### src/rtl/core_pkg.sv
// Shared core types and constants used by the commit-side retirement logic.
package core_pkg;

    localparam int unsigned ISSUE_WIDTH = 2;
    localparam int unsigned ROB_ENTRIES = 32;
    localparam int unsigned PREG_W      = 6;

    typedef logic [PREG_W-1:0] preg_tag_t;

    // Architectural XZR: never mapped, never freed.
    localparam int unsigned ZERO_REG = 31;

    typedef enum logic [1:0] {
        IDLE    = 2'd0,
        FLUSH   = 2'd1,
        RESTORE = 2'd2
    } retire_state_t;

endpackage

### src/rtl/retire_map.sv
// Retirement (architectural) register map: arch index -> committed physical tag.
// Reads return the pre-write contents so the caller sees the superseded tags.
module retire_map
    import core_pkg::*;
#(
    parameter int unsigned ARCH_REGS = 32
) (
    input  logic                                clk,
    input  logic                                reset,
    input  logic      [ISSUE_WIDTH-1:0]         wr_en,
    input  logic      [ISSUE_WIDTH-1:0][4:0]    wr_arch,
    input  preg_tag_t [ISSUE_WIDTH-1:0]         wr_phys,
    input  logic      [ISSUE_WIDTH-1:0][4:0]    rd_arch,
    output preg_tag_t [ISSUE_WIDTH-1:0]         rd_phys,
    input  logic      [4:0]                     rs_arch,
    output preg_tag_t                           rs_phys
);

    preg_tag_t rmap_q [ARCH_REGS];
    preg_tag_t rmap_d [ARCH_REGS];

    // Apply slot writes in order so the highest slot wins on a shared index.
    always_comb begin
        rmap_d = rmap_q;
        for (int unsigned j = 0; j < ISSUE_WIDTH; j++) begin
            if (wr_en[j]) begin
                rmap_d[wr_arch[j]] = wr_phys[j];
            end
        end
    end

    // Map storage, reset to the identity mapping.
    always_ff @(posedge clk or posedge reset) begin
        if (reset) begin
            for (int unsigned i = 0; i < ARCH_REGS; i++) begin
                rmap_q[i] <= preg_tag_t'(i);
            end
        end else begin
            rmap_q <= rmap_d;
        end
    end

    // Read-before-write ports for free tags plus the recovery replay port.
    always_comb begin
        for (int unsigned j = 0; j < ISSUE_WIDTH; j++) begin
            rd_phys[j] = rmap_q[rd_arch[j]];
        end
        rs_phys = rmap_q[rs_arch];
    end

endmodule

### src/rtl/retire_ctrl.sv
// Commit-side controller: retires ROB commit slots into the retirement map,
// frees superseded physical registers, and sequences exception recovery
// (ROB flush, then replay of the retirement map into the frontend RAT).
module retire_ctrl
    import core_pkg::*;
#(
    parameter int unsigned ROB_SIZE  = core_pkg::ROB_ENTRIES,
    parameter int unsigned ARCH_REGS = 32,
    parameter int unsigned ZERO_REG  = core_pkg::ZERO_REG
) (
    input  logic                                clk,
    input  logic                                reset,
    input  logic      [ISSUE_WIDTH-1:0]         commit_valid,
    input  logic      [ISSUE_WIDTH-1:0][4:0]    commit_arch_rd,
    input  preg_tag_t [ISSUE_WIDTH-1:0]         commit_phys_rd,
    input  logic      [ISSUE_WIDTH-1:0]         commit_exception,
    output logic      [ISSUE_WIDTH-1:0]         free_en,
    output preg_tag_t [ISSUE_WIDTH-1:0]         free_tag,
    output logic                                rob_flush_en,
    output logic      [$clog2(ROB_SIZE)-1:0]    rob_flush_ptr,
    output logic                                restore_en,
    output logic      [4:0]                     restore_arch,
    output preg_tag_t                           restore_phys,
    output logic                                freelist_rebuild,
    output logic                                stall_dispatch,
    output logic                                trap_req,
    output logic                                recovery_done
);

    localparam logic [4:0] ZERO_IDX = 5'(ZERO_REG);
    localparam logic [4:0] LAST_IDX = 5'(ARCH_REGS - 1);

    retire_state_t state_q, state_d;
    logic [4:0]    idx_q, idx_d;

    logic      [ISSUE_WIDTH-1:0] map_we;
    preg_tag_t [ISSUE_WIDTH-1:0] map_old;
    preg_tag_t                   rs_phys;
    logic                        trap;

    logic      [ISSUE_WIDTH-1:0] free_en_q, free_en_d;
    preg_tag_t [ISSUE_WIDTH-1:0] free_tag_q, free_tag_d;
    logic                        flush_q, flush_d;
    logic                        restore_en_q, restore_en_d;
    logic      [4:0]             restore_arch_q, restore_arch_d;
    preg_tag_t                   restore_phys_q, restore_phys_d;
    logic                        stall_q, stall_d;
    logic                        trap_q, trap_d;
    logic                        done_q, done_d;

    retire_map #(
        .ARCH_REGS (ARCH_REGS)
    ) u_map (
        .clk     (clk),
        .reset   (reset),
        .wr_en   (map_we),
        .wr_arch (commit_arch_rd),
        .wr_phys (commit_phys_rd),
        .rd_arch (commit_arch_rd),
        .rd_phys (map_old),
        .rs_arch (idx_d),
        .rs_phys (rs_phys)
    );

    // Slot gating: retire in order until the first excepting slot; a lower
    // slot writing the same arch reg supplies the free tag for a higher one.
    always_comb begin
        map_we     = '0;
        free_tag_d = '0;
        trap       = 1'b0;
        for (int unsigned j = 0; j < ISSUE_WIDTH; j++) begin
            if (state_q == IDLE && commit_valid[j] && !trap) begin
                if (commit_exception[j]) begin
                    trap = 1'b1;
                end else if (commit_arch_rd[j] != ZERO_IDX) begin
                    map_we[j]     = 1'b1;
                    free_tag_d[j] = map_old[j];
                    for (int unsigned k = 0; k < j; k++) begin
                        if (map_we[k] && commit_arch_rd[k] == commit_arch_rd[j]) begin
                            free_tag_d[j] = commit_phys_rd[k];
                        end
                    end
                end
            end
        end
        free_en_d = map_we;
    end

    // Recovery FSM next state and replay index.
    always_comb begin
        state_d = state_q;
        idx_d   = idx_q;
        unique case (state_q)
            IDLE: begin
                if (trap) state_d = FLUSH;
            end
            FLUSH: begin
                state_d = RESTORE;
                idx_d   = '0;
            end
            RESTORE: begin
                if (idx_q == LAST_IDX) state_d = IDLE;
                else                   idx_d   = idx_q + 5'd1;
            end
            default: state_d = IDLE;
        endcase
    end

    // Registered outputs are derived from the next state so they line up
    // with the cycle the FSM occupies that state.
    always_comb begin
        trap_d         = trap;
        flush_d        = (state_d == FLUSH);
        restore_en_d   = (state_d == RESTORE);
        restore_arch_d = restore_en_d ? idx_d : '0;
        restore_phys_d = restore_en_d ? rs_phys : '0;
        done_d         = (state_d == RESTORE) && (idx_d == LAST_IDX);
        stall_d        = (state_d != IDLE);
    end

    // State and output registers.
    always_ff @(posedge clk or posedge reset) begin
        if (reset) begin
            state_q        <= IDLE;
            idx_q          <= '0;
            free_en_q      <= '0;
            free_tag_q     <= '0;
            flush_q        <= 1'b0;
            restore_en_q   <= 1'b0;
            restore_arch_q <= '0;
            restore_phys_q <= '0;
            stall_q        <= 1'b0;
            trap_q         <= 1'b0;
            done_q         <= 1'b0;
        end else begin
            state_q        <= state_d;
            idx_q          <= idx_d;
            free_en_q      <= free_en_d;
            free_tag_q     <= free_tag_d;
            flush_q        <= flush_d;
            restore_en_q   <= restore_en_d;
            restore_arch_q <= restore_arch_d;
            restore_phys_q <= restore_phys_d;
            stall_q        <= stall_d;
            trap_q         <= trap_d;
            done_q         <= done_d;
        end
    end

    assign free_en          = free_en_q;
    assign free_tag         = free_tag_q;
    assign rob_flush_en     = flush_q;
    assign freelist_rebuild = flush_q;
    assign rob_flush_ptr    = '0;
    assign restore_en       = restore_en_q;
    assign restore_arch     = restore_arch_q;
    assign restore_phys     = restore_phys_q;
    assign stall_dispatch   = stall_q;
    assign trap_req         = trap_q;
    assign recovery_done    = done_q;

endmodule

### config.mk
export PLATFORM = sky130hd
export DESIGN_NAME = retire_ctrl
export DESIGN_NICKNAME = d
export VERILOG_FILES = /design/src/rtl/core_pkg.sv /design/src/rtl/retire_map.sv /design/src/rtl/retire_ctrl.sv
export SDC_FILE = /design/constraint.sdc
export NUM_CORES = 1
export LEC_CHECK = 0
export CAP_MARGIN = 20
export CORE_ASPECT_RATIO = 1.25
export CORE_MARGIN = 2
export CORE_UTILIZATION = 50
export DETAILED_ROUTE_END_ITERATION = 8
export GPL_TIMING_DRIVEN = 1
export PLACE_DENSITY = 0.75
export SYNTH_ARGS = -nofsm -noshare
export SYNTH_HDL_FRONTEND = slang
export SYNTH_HIERARCHICAL = 1
export SYNTH_SLANG_ARGS = --single-unit
### constraint.sdc
create_clock -name clk -period 7.6 [get_ports clk]
set_input_delay 0.76 -clock clk [delete_from_list [all_inputs] [get_ports clk]]
set_output_delay 0.76 -clock clk [all_outputs]
set_load 0.02 [all_outputs]
## After elaboration in Yosys (flattened, before gate mapping)

Cells that the tools add are included.

- Input bits: 28
- Word-level logic and storage cells: 113
- Register bits after elaboration: 229
- Output and inout port bits: 36

- Add/sub/neg operators: 1
- Magnitude comparators: 5
- Mux-type cells: 41
- Equal/unequal tests: 9
- Bitwise operators: 3
- Reduce and logical (&&, ||, !) cells: 10

Operators by type and width:

| operator | number |
|---|---|
| $bwmux W192 | 2 |
| $mux W192 | 2 |
| $mux W6 | 16 |
| $bmux W6 S5 | 3 |
| $demux W6 S5 | 2 |
| $ge A6 B6 Y1 const B | 3 |
| $not A5 Y6 | 3 |
| $lt A6 B1 Y1 const B | 2 |
| $eq A5 B5 Y1 const B | 2 |
| $mux W1 | 10 |
| $mux W5 | 2 |
| $ne A5 B5 Y1 const B | 2 |
| $pmux W5 S2 | 1 |
| $logic_and A1 B1 Y1 | 7 |
| $pmux W2 S3 | 1 |
| $add A5 B1 Y5 const B | 1 |
| $eq A5 B5 Y1 | 1 |
| $eq A2 B1 Y1 const B | 2 |
| $eq A2 B2 Y1 const B | 2 |
| $mux W2 | 2 |
| $logic_not A2 Y1 | 1 |
| $reduce_bool A2 Y1 | 1 |
| $logic_not A1 Y1 | 1 |

## Longest topological paths before layout

Gate-level depths: netlist (run 1).

- Depth in word-level cells: 10
- Depth in mapped cells: 12
- Gate-level depth less buffers: 9

## Cells and area by module

Netlist (run 1), hierarchy kept.

By module, submodules not included:

| module | instances | area each (µm²) | cells each |
|---|---|---|---|
| retire_map | 1 | 14652.8 | 1454 |
| retire_ctrl | 1 | 1696.6 | 149 |

## Least setup slack after synthesis (run 1)

No wires, ideal clock.

- Path type: flip-flop to flip-flop
- Start: register state_q[0]
- End: register restore_phys_q[1] (netlist: restore_phys[1])
- Period minus slack after synthesis: 3.280 ns
- Cell stages (with the launch flop): 12
- Required time: 7.481 ns
- Buffers on the path: 2
- Setup slack: 4.320 ns
- Library setup time: 0.119 ns
- Arrival: 3.161 ns
- Path through: dfrtp_1 inv_1 ha_1 buf_4 and3_1 a221oi_1 inv_1 buf_1 mux4_2 mux4_2 mux2_2 and2_1

- Elaborated cells on any way between the ends: 20

RTL lines:

| what | line | RTL |
|---|---|---|
| start, declared | retire_ctrl.sv:33 | `retire_state_t state_q, state_d;` |
| start signal, assigned | retire_ctrl.sv:136 | `state_q <= state_d;` |
| $eq A2 B2 Y1 / $eq A2 B1 Y1 (equally long branches) | retire_ctrl.sv:93 | `unique case (state_q)` |
| $pmux W5 S2 (*) | retire_ctrl.sv:93 |  |
| net idx_d[1] | retire_ctrl.sv:34 | `logic [4:0] idx_q, idx_d;` |
| $not A5 Y6 (not written as such) (*) | retire_map.sv:48 | `rs_phys = rmap_q[rs_arch];` |
| $bmux W6 S5 (*) | retire_map.sv:48 |  |
| $mux W6 (not written as such) (*) (2 in a row) | retire_map.sv:48 |  |
| net rs_phys[1] | retire_ctrl.sv:38 | `preg_tag_t rs_phys;` |
| $mux W6 (*) | retire_ctrl.sv:116 | `restore_phys_d = restore_en_d ? rs_phys : '0;` |
| net restore_phys_d[1] | retire_ctrl.sv:46 | `preg_tag_t restore_phys_q, restore_phys_d;` |
| end signal, assigned | retire_ctrl.sv:143 | `restore_phys_q <= restore_phys_d;` |
| end, declared | retire_ctrl.sv:46 |  |

The timed path passes the listed nets; every way through them passes the cells marked *. The select of a mux whose other input is x is not followed.

## Worst setup path after layout (run 1)

- Start: register state_q[0]
- End: register restore_phys_q[3] (netlist: restore_phys[3])

The elaborated chain is that of the path after synthesis.

==> out/metrics.csv, run 1 <==
metric,value,unit
fin_nets,1533,
drv_slew,0,
use_met1,44.1,%
grt_pass1_wl,92.0,mm
regArea,5830,um^2
multiInputGateArea,9580,um^2
io_pins,64,
yosys.area.top_type,mux4_2,
arrival,4.50,ns
drive_above_1_share,26.8,%
min_path_type,reg2reg,
cts_tree,done,
place_congestion,0.991,
drc,0,
final_area,17600,um^2
worstPathRequired,8.05,ns
cp_common_cell,mux4_2,
start_util,50.5,%
fmaxAchievable,247,MHz
synth_edf_count,0,
tns,0,ns
port-buffer-count,58,
netlist_area,16300,um^2
busiest_layer,met2,
maxCapViolCount,0,
use_met2,52.4,%
n_fill_cell,2661,
yosys-top-cells-area,"mux4_2, dfrtp_1, dfstp_2",
crit_path_end_kind,flop,
crit_chain,"inv_1, ha_1, and3_1, a221oi_1, inv_2, buf_4, mux4_2, mux4_2, mux2_2, and2_1",
fin_crit_sh,53.2,%
grt-ovfl-total,0,
post-cts-setup-buffers,0,
status,"complete, no violations",
place_area,16800,um^2
syn_avg_cell_area,10.2,um^2
crit_family,multiplexers,
yosys_warnings,6,
ant_nets,0,
cp_slowest_stage_delay,0.72,ns
diodes,0,
dieArea,34200,um^2
grt_max_degree,127,
antenna_found_initial,4,
slowest_stage,buf_4,
die_h,206,um
slew_headroom,20.6,%
cts_max_level,1,
cts_sinks,229,
grt_usage,34.7,%
tightest_slew,1.19,ns
rows,74,
synth_cells,1603,
drt_iter0_drc,2978,
insertion_delay,0.55,ns
syn2layout_area_growth,7.87,%
p_per_area,311,nW/um^2
synth-main-ff-cell,dfrtp_1,
rsz0062_at_grt,no,
cts_buffers,24,
cts-resized-gates,0,
netlist-cell-type-count,56,
viasPerCell,8.13,
max-clock-path-buffers,3,
async_flop_share,100,%
first_global_vias,14934,
vias,15747,
finalHoldViolCount,0,
finalSetupViolCount,0,
totalWireLength,60.4,mm
use_met3,12.0,%
clk_root_buffer_cell,clkbuf_16,
worstSetupStartpointType,flop,
post_drt_wl_per_cell,31.2,um
hpwl,34.6,mm
synth_seq_cells,229,
vdd_drop_max,0.241,mV
fin_skew,0.0222,ns
power.leakage,5.96,nW
clk_transition_reported_paths,0.07,ns
yosysSeqAreaShare,35.7,%
crit_buf_inv,3,
synth_top_cell_area_share,24.8,%
cts_hold_buf,0,
crit_fanout,49,
min_period,4.05,ns
fp.dieW,166,um
core_area,32400,um^2
path_class,reg2reg,
drt_first_pass_iters,8,
## through the flow
step	cells	power [mW]	hold slack, ns	setup WS [ns]	utilization (%)
after CTS	1935	5.34	0.533	3.65	54.4
after global placement	1891	3.99	0.508	3.60	51.8
final	1936	5.48	0.532	3.55	54.4
after floorplan	1607	3.45	0.499	1.75	-
after detailed placement	1891	4.09	0.523	3.49	51.8
after global routing	1936	5.64	0.553	3.33	54.4
## state kept, by name, indices dropped and copies added (netlist names)
register          count
stall_dispatch        1
free_en               2
state_q               2
trap_req              1
restore_phys          6
restore_arch          5
idx_q                 5
recovery_done         1
freelist_rebuild      1
u_map/rmap_q        192
restore_en            1
free_tag             12
## final cells by class
class | instances | share of cell area, %
Clock buffer | 31 | 3.90
Clock inverter | 13 | 0.759
Inverter | 8 | 0.213
Multi-Input combinational cell | 1139 | 54.3
Sequential cell | 229 | 33.1
Tap cell | 418 | 2.97
Timing Repair Buffer | 98 | 4.78
## logic make-up after synthesis
kind of cell    count (synthesis)  share of synthesized area, %
xor+xnor                        5                         0.268
mux                           204                          26.4
fa+ha+maj                       5                         0.383
flops                         229                          35.7
simple gates                  513                          16.8
other cells                     1                        0.0229
compound gates                407                          14.4
buf+inv                       239                          6.14
## final timing paths
check	from	endpoint	slack, ns	depth (start not counted)
min in group asynchronous	reset	idx_q[3]	0.71	2
worst max register to register	state_q[0]	restore_phys[3]	3.55	10
max in group asynchronous	reset	u_map/rmap_q[165]	5.24	3
worst min-delay path	u_map/rmap_q[158]	u_map/rmap_q[158]	0.53	2
worst min register to register	u_map/rmap_q[158]	u_map/rmap_q[158]	0.53	2
worst max-delay path	state_q[0]	restore_phys[3]	3.55	10
## per-layer routing
metal  vias to the layer above  wire, um
met3                       340      9750
met1                      7637     20000
met5                         -        36
met4                         6      4080
li1                       6051         -
met2                      1713     26600
## Yosys cell counts (all sizes together), types with 6 or more instances
master    n
clkbuf  180
nor3b     6
nand2b    8
nand3b   11
buf      51
or3b      8
nand2    21
inv       8
dfstp    80
a31oi   192
dfrtp   149
o21ai   195
mux4    180
nand3   197
mux2     18
or2      21
nor3    195
and2     16
and3b     7
mux2i     6
## worst register-to-register path: stages (launching register included)
cell	delay, ns
dfrtp_1	0.43
inv_1	0.09
ha_1	0.47
and3_1	0.21
a221oi_1	0.13
inv_2	0.07
buf_4	0.72
mux4_2	0.77
mux4_2	0.60
mux2_2	0.34
and2_1	0.14
## report_power, final
group	internal, mW	leakage, nW	switching, mW	total (mW)
Combinational	1.03	2.73	1.02	2.05
Clock	0.711	0.404	0.547	1.26
Sequential	1.74	2.82	0.438	2.18
Total	3.48	5.96	2.00	5.48
## cells in the final DEF (no fill, tap or decap), types with 3 or more instances in the layout
cell type          n
clkbuf_16         25
buf_4             41
o21ai_0          194
ha_1               5
nor3b_2            4
or3_1              3
inv_1              5
mux2_2            18
nand3_1          196
and2_1            15
a31oi_1          192
nand3b_1          11
or3b_1             3
nor3_1           194
clkdlybuf4s50_1   47
and3_1             4
dfstp_2           80
mux4_2           180
dfrtp_1          149
buf_2              9
a21oi_1            4
conb_1             5
nor2b_1            4
xor2_1             3
or3b_2             5
and3b_1            5
nand2b_1           8
clkinv_2           6
nand2_1           21
or2_2             11
clkbuf_8           4
mux2i_1            6
or2_0              8
nor2_1             5
(Power assumes the default switching activity.)
==> run 2: changes to the inputs <==
==> constraint.sdc (replaced) <==
create_clock -name clk -period 4.1 [get_ports clk]
set_input_delay 0.41 -clock clk [delete_from_list [all_inputs] [get_ports clk]]
set_output_delay 0.41 -clock clk [all_outputs]
set_load 0.02 [all_outputs]
==> run 2 against run 1 <==
Against the previous run: fmax up 13%; worst setup slack worse by 3.0 ns; sequential share of layout area down 0.15 points; clock skew down 0.0068 ns; sequential power up 93%; critical path type unchanged; highest routed layer is now met4.
==> out/metrics.csv, run 2 (synthesis gave the netlist of run 1 again) <==
metric,value,unit,change
cp_common_cell,mux4_2,,
crit_path_end_kind,flop,,
status,"complete, no violations",,
drt_iter0_drc,2896,,-2.8%
cts-resized-gates,0,,unchanged
drt_first_pass_iters,8,,unchanged
finalSetupViolCount,0,,unchanged
totalWireLength,59.4,mm,-1.6%
use_met2,53.0,%,+0.62 points
syn2layout_area_growth,8.38,%,
cts_tree,done,,
hpwl,36.7,mm,+6.1%
post-cts-setup-buffers,0,,unchanged
fin_skew,0.0154,ns,-0.00680 ns
vias,15408,,-2.2%
first_global_vias,15190,,+1.7%
slowest_stage,mux4_2,,
crit_family,multiplexers,,
startpoint,state_q[0],,
grt_pass1_wl,91.9,mm,-0.11%
setup_ws,0.511,ns,-3.04 ns
r2r-start,state_q[0],,
arrival,4.04,ns,-0.46 ns
grt_usage,34.6,%,-0.16 points
place_congestion,0.974,,-1.8%
tns,0,ns,unchanged
cts_max_level,1,,unchanged
final_common_cell,nand3_1,,
drive_above_1_share,27.5,%,+0.67 points
mostFrequentLayoutCells,"nand3_1, nor3_1, o21ai_0",,
holdWs,0.167,ns,-0.365 ns
die_h,206,um,unchanged
n_fill_cell,2693,,+1.2%
viasPerCell,7.90,,-2.9%
tightest_slew,1.04,ns,-0.155 ns
core_area,32400,um^2,unchanged
fin_nets,1547,,+0.91%
fmaxAchievable,279,MHz,+13%
cts_hold_buf,0,,unchanged
use_met3,8.41,%,-3.6 points
drv_slew,0,,unchanged
vdd_drop_max,0.418,mV,+74%
crit_fanout,49,,unchanged
grt_max_degree,83,,-35%
max-clock-path-buffers,3,,unchanged
min_path_type,in2async,,
crit_chain,"inv_1, ha_1, and3_1, a221oi_1, inv_2, buf_12, mux4_2, mux4_2, mux2_2, and2_1",,
min_period,3.59,ns,-0.458 ns
cts_buffers,24,,unchanged
grt-ovfl-total,0,,unchanged
maxCapViolCount,0,,unchanged
insertion_delay,0.56,ns,about the same
path_class,reg2reg,,
drc,0,,unchanged
crit_buf_inv,3,,unchanged
slew_headroom,31.0,%,+10 points
place_ws,0.571,ns,-2.92 ns
dieArea,34200,um^2,unchanged
ant_nets,0,,unchanged
regMostFlops,u_map/rmap_q,,
power.leakage,6.01,nW,+0.95%
cp_slowest_stage_delay,0.54,ns,-0.18 ns
finalHoldViolCount,0,,unchanged
worstSetupStartpointType,flop,,
fin_crit_sh,87.5,%,+34 points
p_per_area,563,nW/um^2,+81%
clk_transition_reported_paths,0.07,ns,about the same
cts_sinks,229,,unchanged
port-buffer-count,58,,unchanged
largest_reg_flops,192,,unchanged
clk_root_buffer_cell,clkbuf_16,,
post_drt_wl_per_cell,30.5,um,-2.3%
use_met1,45.0,%,+0.90 points
rsz0062_at_grt,no,,
diodes,0,,unchanged
io_pins,64,,unchanged
busiest_layer,met2,,
rows,74,,unchanged
fp.dieW,166,um,unchanged
start_util,50.5,%,unchanged
antenna_found_initial,0,,-4
worstPathRequired,4.55,ns,-3.50 ns
## run 2: per-stage QoR
stage               power, mW  cell area, um^2  utilization (%)  std cells
floorplan                6.40            16400                -       1607
global placement         7.47            17000             52.3       1906
detailed placement       7.59            17000             52.3       1906
CTS                      9.79            17700             54.7       1950
global route             10.3            17700             54.7       1950
finish                   9.98            17700             54.7       1950
## run 2: worst paths after layout
check | to | slack, ns | cells after the start
worst min-delay path | state_q[0] | 0.17 | 2
worst max register to register | restore_phys[3] | 0.51 | 10
worst min register to register | u_map/rmap_q[58] | 0.54 | 2
min in group clk | u_map/rmap_q[152] | 0.50 | 3
worst max-delay path | restore_phys[3] | 0.51 | 10
max in group asynchronous | u_map/rmap_q[64] | 2.98 | 3
## run 2: final cells by class
type / count / area [um^2] / share of cell area [%]
Multi-Input combinational cell: 1139 / 9580 / 54.1
Sequential cell: 229 / 5830 / 32.9
Timing Repair Buffer: 112 / 986 / 5.56
Clock buffer: 39 / 738 / 4.17
Tap cell: 418 / 523 / 2.95
Inverter: 8 / 33.8 / 0.191
Clock inverter: 5 / 27.5 / 0.155
## run 2: metal layers
metal  share of wire [%]  routed length, um
met1                  34              19900
met2                  45              26800
met3                  15               8790
met4                 6.6               3910
met5                   0                  0
## run 2: worst register-to-register path: stages (launching register included)
cell	delay, ns
dfrtp_1	0.42
inv_1	0.09
ha_1	0.43
and3_1	0.22
a221oi_1	0.49
inv_2	0.09
buf_12	0.22
mux4_2	0.55
mux4_2	0.54
mux2_2	0.29
and2_1	0.14
## run 2: report_power, final
group,internal (mW),switching [mW]
Clock,1.23,0.978
Combinational,1.92,1.64
Sequential,3.23,0.981
Total,6.38,3.60
